<file path="config.mk">
export PLATFORM = sky130hd
export DESIGN_NAME = reg_apb_slv
export DESIGN_NICKNAME = d
export VERILOG_FILES = /design/src/rtl/reg_apb_slv.sv
export SDC_FILE = /design/constraint.sdc
export NUM_CORES = 1
export LEC_CHECK = 0
export ABC_AREA = 1
export BUFFER_PORTS_ARGS = -buffer_cell sky130_fd_sc_hd__buf_4
export CORE_ASPECT_RATIO = 0.8
export CORE_UTILIZATION = 24
export DETAILED_ROUTE_END_ITERATION = 7
export GPL_TIMING_DRIVEN = 0
export SLEW_MARGIN = 30
export SYNTH_ARGS = -nofsm -noshare
export SYNTH_HDL_FRONTEND = slang
export SYNTH_SLANG_ARGS = --single-unit
export TNS_END_PERCENT = 1
</file>
<file path="constraint.sdc">
create_clock -name clk -period 2.9 [get_ports clk]
set_clock_uncertainty 0.05 [all_clocks]
set_input_delay 0.145 -clock clk [delete_from_list [all_inputs] [get_ports clk]]
set_output_delay 0.145 -clock clk [all_outputs]
set_load 0.03 [all_outputs]
</file>
<file path="src/rtl/reg_apb_slv.sv">
// APB register slave. It provides zero-wait writes and two-cycle registered reads.
// It strobes NREG external registers and holds an internal sticky status / mask / irq block.
module reg_apb_slv #(
  parameter int unsigned NREG = 8,
  parameter int unsigned DW   = 32,
  parameter int unsigned PAW  = 8
) (
  input  logic               clk,
  input  logic               rst_n,
  input  logic               psel,
  input  logic               penable,
  input  logic               pwrite,
  input  logic [PAW-1:0]     paddr,
  input  logic [DW-1:0]      pwdata,
  output logic [DW-1:0]      prdata,
  output logic               pready,
  output logic               pslverr,
  output logic [NREG-1:0]    w_en,
  output logic [DW-1:0]      w_dat,
  input  logic [NREG*DW-1:0] r_dat,
  input  logic [DW-1:0]      sts_set,
  output logic               irq
);

  localparam int unsigned    IW      = PAW - 2;
  localparam logic [IW-1:0]  StsIdx  = IW'(NREG);
  localparam logic [IW-1:0]  MaskIdx = IW'(NREG + 1);

  typedef enum logic [1:0] {
    StIdle,
    StRdWait,
    StRdDone
  } state_e;

  state_e        state_q, state_d;
  logic [DW-1:0] prdata_q, prdata_d;
  logic [DW-1:0] sts_q, sts_d;
  logic [DW-1:0] mask_q, mask_d;
  logic          rd_err_q, rd_err_d;
  logic          irq_q;

  logic [IW-1:0] widx;
  logic          addr_err;
  logic          access;
  logic [DW-1:0] rd_data;
  logic [DW-1:0] clr;

  assign widx     = paddr[PAW-1:2];
  assign addr_err = (paddr[1:0] != 2'b00) || (widx > MaskIdx);
  // Gated by rst_n so that no strobe or wait state leaks out while reset is held.
  assign access   = psel & penable & rst_n;

  always_comb begin
    rd_data = '0;
    for (int unsigned i = 0; i < NREG; i++) begin
      if (widx == IW'(i)) begin
        rd_data = r_dat[i*DW +: DW];
      end
    end
    if (widx == StsIdx) begin
      rd_data = sts_q;
    end
    if (widx == MaskIdx) begin
      rd_data = mask_q;
    end
    if (addr_err) begin
      rd_data = '0;
    end
  end

  always_comb begin
    state_d  = state_q;
    prdata_d = prdata_q;
    rd_err_d = rd_err_q;
    mask_d   = mask_q;
    clr      = '0;
    w_en     = '0;
    pready   = 1'b1;
    pslverr  = 1'b0;

    unique case (state_q)
      StIdle: begin
        if (access && pwrite) begin
          pslverr = addr_err;
          if (!addr_err) begin
            for (int unsigned i = 0; i < NREG; i++) begin
              w_en[i] = (widx == IW'(i));
            end
            if (widx == StsIdx) begin
              clr = pwdata;
            end
            if (widx == MaskIdx) begin
              mask_d = pwdata;
            end
          end
        end else if (access && !pwrite) begin
          pready   = 1'b0;
          prdata_d = rd_data;
          rd_err_d = addr_err;
          state_d  = StRdWait;
        end
      end
      StRdWait: begin
        pslverr = rd_err_q;
        state_d = StRdDone;
      end
      StRdDone: begin
        state_d = StIdle;
      end
      default: begin
        state_d = StIdle;
      end
    endcase

    // Set wins over a same-cycle W1C clear.
    sts_d = (sts_q & ~clr) | sts_set;
  end

  always_ff @(posedge clk or negedge rst_n) begin
    if (!rst_n) begin
      state_q  <= StIdle;
      prdata_q <= '0;
      rd_err_q <= 1'b0;
      sts_q    <= '0;
      mask_q   <= '0;
      irq_q    <= 1'b0;
    end else begin
      state_q  <= state_d;
      prdata_q <= prdata_d;
      rd_err_q <= rd_err_d;
      sts_q    <= sts_d;
      mask_q   <= mask_d;
      irq_q    <= |(sts_d & mask_q);
    end
  end

  assign prdata = prdata_q;
  assign w_dat  = pwdata;
  assign irq    = irq_q;

endmodule
</file>
==> flow_summary.yaml, run 1 <==
layout:
  drive_gt1_share_pct: 34.3
  fill_cells: 2926
  multi_input_area_um2: 3250
  fin_nets: 1786
  regArea_um2: 2500
  area_delta_synth_final_pct: 61.2
timing:
  maxSlewViolCount: 0
  finalHoldViolations: 100
  period_needed_ps: 2610
  rsz0062_at_grt: "false"
  worst_pin_slew_ps: 861
  timing.final.crit_share_pct: 89.9
  setup_viol: 0
  timing.fmax_mhz: 383
  max-slew-margin-rel_pct: 42.6
  tns_ps: 0
  whs_ps: -291
place:
  io_buffers: 407
  place_congestion: 0.932
  dp_hpwl_um: 28200
clock_network:
  numCtsBuffers: 9
  postCtsHoldBufs: 33
  cts-htree-levels: 3
  clock_sinks: 100
  cts_root_buffer: "clkbuf_16"
  clk_pin_slew_ps: 60
  cts_tree: "built"
  clk_path_buf_depth: 2
  clk_latency_ps: 360
setup_path:
  path_max_fanout: 10
  crit_type: "in2reg"
  start_kind: "primary input"
  setup.worst_path.end_class: "flop"
  crit_required_ps: 3140
  arrival_ps: 2850
grt:
  grt_antenna_before_repair: 3
  grtUsageTotal_pct: 24.0
  grt_pass1_vias: 8347
  grt_pass1_wl_um: 51200
  grt_max_degree: 102
  grt_overflow: 0
route:
  drt_wl_total_um: 35100
  avgViaCountPerCell: 4.65
  wl_per_cell_um: 19.3
  vias: 8472
  first_pass_iters: 5
  drc: 0
  final_antenna_net_count: 0
  drtIter0Drc: 521
floorplan:
  start_util_pct: 24.6
  ios: 408
  dieArea_um2: 28900
  die_x_um: 190
  coreArea_um2: 27500
  die_y_um: 152
  rows: 54
synthesis:
  yosysWarnings: 0
  seq_area_frac_synth_pct: 37.0
  syn_inst: 1002
  netlist_top_cells_area: "dfrtp_1 37%, nand2_1 15%, a21oi_1 8.6%, inv_1 7.8%, o21ai_0 6.9%"
  yosysTopAreaCellShare_pct: 37.0
  ys_types: 29
  ys_ff_latch: 100
  syn_area_um2: 6770
  yosysTopAreaCell: "dfrtp_1"
  syn_area_per_cell_um2: 6.76
  syn_nets: 1335
pwr:
  p_total_mw: 3.35
  powerDensity_nw_per_um2: 307
  peakVddDrop_v: 0.000282
  p_leak_nw: 5.75
run_status:
  status: "complete, but fails checks"
  violations: "hold timing"
min_path:
  hold_class: "in2async"
flow_run:
  drv_cap: 0
-- worst max-delay path, stage by stage --
cell and delay (ps):
dlygate4sd3_1 580, buf_4 160, nor3_2 260, clkinv_1 320, nor2_1 450, clkbuf_1 620, o211ai_1 210, nand2_1 100
-- final timing paths --
| kind | cells past startpoint | endpoint | slack, ps | startpoint |
|---|---|---|---|---|
| worst max-delay path | 8 | prdata[5] | 290 | pwrite |
| worst min-delay path | 1 | prdata[17] | -290 | rst_n |
| worst max register to register | 8 | prdata[5] | 320 | state_q[0] |
| worst min register to register | 1 | state_q[1] | 390 | state_q[1] |
| max in group asynchronous | 1 | state_q[1] | 2660 | rst_n |
| min in group clk | 3 | mask_q[12] | 30 | pwdata[12] |
-- per-layer routing --
metal | global-route usage, % | wire length, um
met5 | 0 | 0
met1 | 32.4 | 15800
met4 | 5.65 | 537
met2 | 39.4 | 16400
met3 | 4.42 | 2330
-- cell usage after synthesis (all sizes together) --
| master | n |
|---|---|
| clkbuf | 30 |
| a21o | 20 |
| nor3 | 6 |
| nand3 | 9 |
| a21oi | 116 |
| inv | 143 |
| clkinv | 2 |
| nor2 | 63 |
| o211ai | 12 |
| dfrtp | 100 |
| nand4 | 33 |
| o21ai | 120 |
| a22o | 1 |
| nand2 | 279 |
| buf | 52 |
| o2111ai | 12 |
| nor4 | 1 |
| o21bai | 3 |
-- cell type report --
| cell class | count | area share [%] |
|---|---|---|
| repair buffers | 440 | 31.1 |
| multi-input cells | 675 | 29.8 |
| flip-flops and latches | 100 | 22.9 |
| inverters | 145 | 4.99 |
| plain buffers | 82 | 4.31 |
| well taps | 364 | 4.17 |
| clock buffers | 10 | 2.10 |
| clock inverters | 4 | 0.482 |
| diodes | 2 | 0.0459 |
-- flip-flops by register name (all words and copies together) (netlist names) --
name,count
irq,1
sts_q,32
rd_err_q,1
mask_q,32
prdata,32
state_q,2
-- timing repair --
item,4_1_cts,5_1_grt
buffers inserted,0,0
gates resized for setup,1,1
endpoints found under the setup margin,7,9
hold endpoints to repair,133,100
-- metrics by stage --
step	hold WS [ps]	instances	util, %	instance area, um2	setup slack [ps]
5_1_grt	-244	1820	39.7	10900	102
4_1_cts	-167	1820	39.6	10900	110
3_3_place_gp	286	1773	37.4	10300	-700
6_report	-291	1822	39.7	10900	292
3_5_place_dp	289	1773	37.4	10300	-418
2_1_floorplan	-201	1002	-	6770	764
-- layout by cell type, fill, tap and decap left out, types with 2 or more instances in the layout --
cell type | synthesis | layout
buf_4 | 32 | 438
nand2_1 | 279 | 279
inv_1 | 140 | 140
a21oi_1 | 116 | 116
dfrtp_1 | 100 | 100
o21ai_0 | 93 | 93
nor2_1 | 59 | 59
dlygate4sd3_1 | 0 | 33
nand4_1 | 32 | 32
clkbuf_1 | 30 | 31
a21o_1 | 20 | 20
o21ai_1 | 17 | 17
buf_2 | 16 | 16
o2111ai_1 | 12 | 12
o211ai_1 | 12 | 12
o21ai_2 | 10 | 10
clkbuf_16 | 0 | 9
nand3_1 | 5 | 5
nand3_2 | 4 | 4
inv_2 | 3 | 3
nor2_4 | 3 | 3
nor3_1 | 3 | 3
buf_6 | 3 | 3
o21bai_2 | 3 | 3
nor3_2 | 3 | 3
diode_2 | 0 | 2
clkinv_1 | 2 | 2
clkinv_4 | 0 | 2
-- power breakdown --
part,switching (mW),internal [mW]
combinational,0.323,0.418
clock,0.543,0.662
sequential,0.00430,1.40
total,0.870,2.48
-- logic make-up (layout without fill, tap and decap cells) --
kind of cell,Yosys count,after routing,synth area share [%]
buf+inv,227,681,15.0
compound gates,284,284,23.7
simple gates,391,391,24.3
flops,100,100,37.0
other cells,0,2,0
Power figures use the tool's default switching activity.
==> run 2: changes to the inputs <==
Settings changed: PLACE_DENSITY set to 0.57.
==> run 2 against run 1 <==
Against the previous run:
- the flow still finishes with violations (hold timing)
- sequential power barely moved
- register-to-register slack better by 50 ps
- clock power rose by 5%
- critical path depth unchanged
- flip-flop and latch count unchanged
- fmax increased by 2.2%
- non-clock buffer count is the same
- critical path type unchanged
==> flow_summary.yaml, run 2 (synthesis gave the netlist of run 1 again) <==
clock_network:
  postCtsHoldBufs: 33
  clk_latency_ps: 360
  cts_tree: "built"
  cts_root_buffer: "clkbuf_16"
  clk_pin_slew_ps: 70
  cts-htree-levels: 3
  clock_sinks: 100
  clk_path_buf_depth: 2
  numCtsBuffers: 9
layout:
  final_cell_mix: "438 x buf_4, 279 x nand2_1, 140 x inv_1"
  drive_gt1_share_pct: 34.4
  final_common_cell: "buf_4"
  fill_cells: 2974
  regArea_um2: 2500
  final_area_um2: 10900
  instances_no_fill: 1823
  multi_input_area_um2: 3250
  area_delta_synth_final_pct: 61.4
  fin_nets: 1786
timing:
  maxSlewViolCount: 0
  setup_viol: 0
  timing.final.crit_share_pct: 88.0
  finalHoldViolations: 100
  worst_pin_slew_ps: 879
  rsz0062_at_grt: "false"
  whs_ps: -298
  max-slew-margin-rel_pct: 40.8
  period_needed_ps: 2550
  timing.fmax_mhz: 392
route:
  drtIter0Drc: 560
  wl_per_cell_um: 19.4
  drt_wl_total_um: 35400
  drc: 0
  vias: 8416
  final_antenna_net_count: 0
  first_pass_iters: 6
  avgViaCountPerCell: 4.62
floorplan:
  ios: 408
  rows: 54
  dieArea_um2: 28900
  die_x_um: 190
  start_util_pct: 24.6
  die_y_um: 152
  coreArea_um2: 27500
setup_path:
  crit_required_ps: 3140
  critPathTopFamily: "buffers and inverters"
  start_kind: "primary input"
  path_buf_inv: 4
  path_max_fanout: 10
  crit_chain: "dlygate4sd3_1 -> buf_4 -> nor3_2 -> clkinv_1 -> nor2_1 -> clkbuf_1 -> o211ai_1 -> nand2_1"
  setup.worst_path.end_class: "flop"
  arrival_ps: 2800
  slowest_stage: "clkbuf_1"
  crit_type: "in2reg"
  cpPeakStageDelay_ps: 610
grt:
  grt_pass1_wl_um: 51100
  grt_overflow: 0
  grt_pass1_vias: 8329
  grt_antenna_before_repair: 1
  grtUsageTotal_pct: 24.0
  grt_max_degree: 102
pwr:
  p_total_mw: 3.41
  p_leak_nw: 5.75
  powerDensity_nw_per_um2: 312
  peakVddDrop_v: 0.000267
run_status:
  violations: "hold timing"
  status: "complete, but fails checks"
place:
  place_area_um2: 10300
  dp_cells: 1773
  dp_hpwl_um: 28700
  place_congestion: 0.925
  io_buffers: 407
min_path:
  hold_class: "in2async"
flow_run:
  drv_cap: 0
run 2: final cells by class:
class | instances | share of cell area, %
Multi-Input combinational cell | 675 | 29.8
Timing Repair Buffer | 440 | 31.1
Antenna cell | 1 | 0.0229
Tap cell | 364 | 4.17
Clock inverter | 5 | 0.550
Buffer | 82 | 4.30
Clock buffer | 11 | 2.22
Inverter | 145 | 4.98
Sequential cell | 100 | 22.9
run 2: worst register-to-register path, stage by stage, from the launching register on:
cell	delay, ps
dfrtp_1	360
inv_1	80
nand2_1	70
nor3_2	250
clkinv_1	310
nor2_1	420
clkbuf_1	610
o211ai_1	210
nand2_1	100
run 2: repair_timing:
action,4_1_cts,5_1_grt
setup buffers,0,0
endpoints found under the hold margin,133,100
pin swaps,0,0
endpoints found under the setup margin,3,9
resized for setup,1,1
run 2: routing by layer:
metal  part of all wire (%)  track usage [%]  vias up
li1                       -                -     4120
met1                     45             33.0     3929
met2                     47             39.2      339
met3                    6.4             3.71       28
met4                    1.5             5.61        0
met5                      0                0        -
run 2: where the power goes:
part	internal, mW	switching, mW	leakage [nW]
sequential	1.40	0.00376	1.22
combinational	0.419	0.328	4.38
clock	0.697	0.564	0.146
total	2.52	0.896	5.75
run 2: metrics by stage:
stage	hold slack, ps	util [%]	setup WS, ps	TNS, ps
final	-298	39.7	347	0
after global routing	-251	39.7	114	0
after CTS	-171	39.7	141	0
after detailed placement	291	37.4	-367	-5790
after global placement	288	37.4	-706	-23700
after floorplan	-201	-	764	0
run 2: final timing paths:
check / to / from / slack [ps] / depth (start not counted)
min in group clk: mask_q[13] / pwdata[13] / 30 / 3
worst min-delay path: prdata[16] / rst_n / -300 / 1
worst min register to register: state_q[1] / state_q[1] / 400 / 1
max in group asynchronous: sts_q[3] / rst_n / 2670 / 1
worst max register to register: prdata[25] / state_q[0] / 370 / 8
worst max-delay path: prdata[25] / pwrite / 350 / 8
==> run 3: changes to the inputs <==
Settings changed: ABC_AREA 1 to unset, CORE_MARGIN set to 2, CTS_CLUSTER_DIAMETER set to 120.
==> run 3 against run 2 <==
Against the previous run:
- synthesized cell count decreased by 24%
- largest cell class unchanged
- via count increased by 2.7%
- highest routed layer unchanged
- first-iteration DRC count increased by 44%
- register-to-register slack got worse by 310 ps
- critical path depth unchanged
- critical path type is now reg2reg
- the flow still finishes with violations (hold timing)
- fmax decreased by 10%
==> flow_summary.yaml, run 3 <==
pwr:
  pwr-share-comb_pct: 21.8
  internal-power_mw: 2.54
  p_sw_uw: 914
  swShare_pct: 26.4
  powerDensity_nw_per_um2: 312
  p_total_mw: 3.46
  p_leak_nw: 5.13
  pwr-share-seq_pct: 40.5
  clockPowerShare_pct: 37.7
  peakVddDrop_v: 0.000301
timing:
  tns_ps: 0
  setup_viol: 0
  setup_ws_ps: 64.6
  max-slew-margin-rel_pct: 34.5
  period_needed_ps: 2840
  rsz0062_at_grt: "true"
  maxSlewViolCount: 0
  finalHoldViolations: 101
  timing.fmax_mhz: 353
  timing.final.crit_share_pct: 97.8
  worst_pin_slew_ps: 973
  whs_ps: -318
place:
  place_congestion: 0.892
  dp_hpwl_um: 31000
  dpl_worst_slack_ps: -1100
  io_buffers: 407
  dp_cells: 1535
clock_network:
  cts_tree: "built"
  clock_sinks: 100
  clk_latency_ps: 350
  cts-htree-levels: 3
  cts_root_buffer: "clkbuf_16"
  numCtsBuffers: 9
  clk_pin_slew_ps: 80
  clk_path_buf_depth: 2
synthesis:
  synth_ff_type: "dfrtp_1"
  syn_nets: 1097
  ys_types: 39
  yosysTopAreaCell: "dfrtp_1"
  seq_area_frac_synth_pct: 37.0
  syn_area_per_cell_um2: 8.86
  syn_area_um2: 6770
  netlist_top_cells_area: "dfrtp_1 37%, o21ai_0 7.8%, mux2_2 5.3%, a222oi_1 4.7%, a221oi_1 4.4%"
  synth_commonest_cells: "105 x o21ai_0, 100 x dfrtp_1, 63 x nand2_1"
  synth.most_common_cell: "o21ai_0"
  yosysTopAreaCellShare_pct: 37.0
  syn_inst: 764
  synth-edff-count: 0
  ys_async_sr_fraction_pct: 100
  ys_ff_latch: 100
  yosysWarnings: 0
setup_path:
  startpoint: "state_q[0]"
  setup.worst_path.end_class: "flop"
  rrSetupSlack_ps: 60
  slowest_stage: "or4_1"
  reg2reg_to: "irq"
  crit_required_ps: 3090
  crit_type: "reg2reg"
  reg2reg_from: "state_q[0]"
  cp_common_cell: "buf_6"
  endpoint: "irq"
  cpPeakStageDelay_ps: 560
  crit_chain: "nand4bb_2 -> nor4b_4 -> buf_6 -> buf_6 -> a41oi_1 -> nor4_2 -> nand4_1 -> or4_1"
  start_kind: "flop"
  path_max_fanout: 10
  arrival_ps: 3020
  worst-r2r-cell-count: 8
grt:
  grtUsageTotal_pct: 25.3
  grt_max_degree: 103
  grt_pass1_wl_um: 55100
  grt_overflow: 0
  grt_antenna_before_repair: 4
  grt_pass1_vias: 8669
layout:
  fin_util_pct: 40.3
  instances_no_fill: 1596
  final_cell_mix: "439 x buf_4, 104 x o21ai_0, 100 x dfrtp_1"
  fin_nets: 1556
  area_delta_synth_final_pct: 63.9
  final_common_cell: "buf_4"
  drive_gt1_share_pct: 43.5
min_path:
  hold_class: "in2async"
route:
  wl_met2_um: 17900
  first_pass_iters: 7
  drc: 0
  avgViaCountPerCell: 5.42
  met3WireLength_um: 3370
  drt_wl_total_um: 39100
  wl_met1_um: 16800
  highest-signal-layer: "met4"
  vias: 8647
  wl_per_cell_um: 24.5
  drtIter0Drc: 804
  final_antenna_net_count: 0
floorplan:
  rows: 54
  die_y_um: 154
  dieArea_um2: 29600
  die_x_um: 192
  coreArea_um2: 27500
  ios: 408
  start_util_pct: 24.6
run_status:
  status: "complete, but fails checks"
  violations: "hold timing"
flow_run:
  drv_cap: 0
==> run 3: kinds of logic (layout without fill, tap and decap cells) <==
kind of cell / count (synthesis) / after routing / share of synthesized area (%)
mux: 32 / 32 / 5.32
flops: 100 / 100 / 37.0
buf+inv: 132 / 596 / 9.28
compound gates: 361 / 361 / 38.1
other cells: 0 / 4 / 0
simple gates: 139 / 139 / 10.3
==> run 3: stage by stage <==
| stage | hold slack, ps | area [um2] |
|---|---|---|
| CTS | -267 | 11000 |
| finish | -318 | 11100 |
| global placement | 289 | 10300 |
| detailed placement | 227 | 10300 |
| global route | -269 | 11100 |
| floorplan | -201 | 6770 |
==> run 3: worst min-delay path by stage <==
stage | start | endpoint | slack [ps] | depth (start not counted)
floorplan | rst_n | irq | -200 | 0
global placement | sts_set[17] | sts_q[17] | 290 | 2
detailed placement | rst_n | sts_q[13] | 230 | 1
CTS | rst_n | sts_q[12] | -270 | 1
global route | rst_n | prdata[16] | -270 | 1
finish | rst_n | prdata[13] | -320 | 1
==> run 3: worst max-delay path: cells and delay by family (launching register included) <==
kind / cells / cell delay [ps]
buffers and inverters: 2 / 330
DFF: 1 / 370
and+or+nand+nor: 5 / 1820
AOI/OAI and AO/OA: 1 / 140
==> run 3: what timing repair did <==
item	in CTS	in global routing
pin swaps	1	2
buffers inserted	2	0
endpoints found under the hold margin	138	101
setup endpoints to repair	26	22
hold buffers	38	1
resized for setup	13	17
==> run 3: metal layers <==
layer | track usage, % | vias up
li1 | - | 3904
met5 | 0 | -
met2 | 40.5 | 442
met1 | 33.7 | 4247
met3 | 6.49 | 54
met4 | 7.29 | 0
==> run 3: cell type report <==
type / count / area [um2]
Fill cell: 2804 / 16400
Multi-Input combinational cell: 532 / 3690
Tap cell: 364 / 455
Buffer: 99 / 526
Clock buffer: 11 / 253
Timing Repair Buffer: 448 / 3480
Clock inverter: 5 / 58.8
Sequential cell: 100 / 2500
Antenna cell: 4 / 10.0
Inverter: 33 / 124
==> run 3: power by group through the flow <==
stage	clock (mW)	sequential [mW]	combinational, mW
CTS	1.31	1.40	0.751
global route	1.37	1.40	0.803
global placement	0	1.43	0.696
finish	1.30	1.40	0.754
floorplan	0	1.43	0.180
detailed placement	0	1.43	0.703
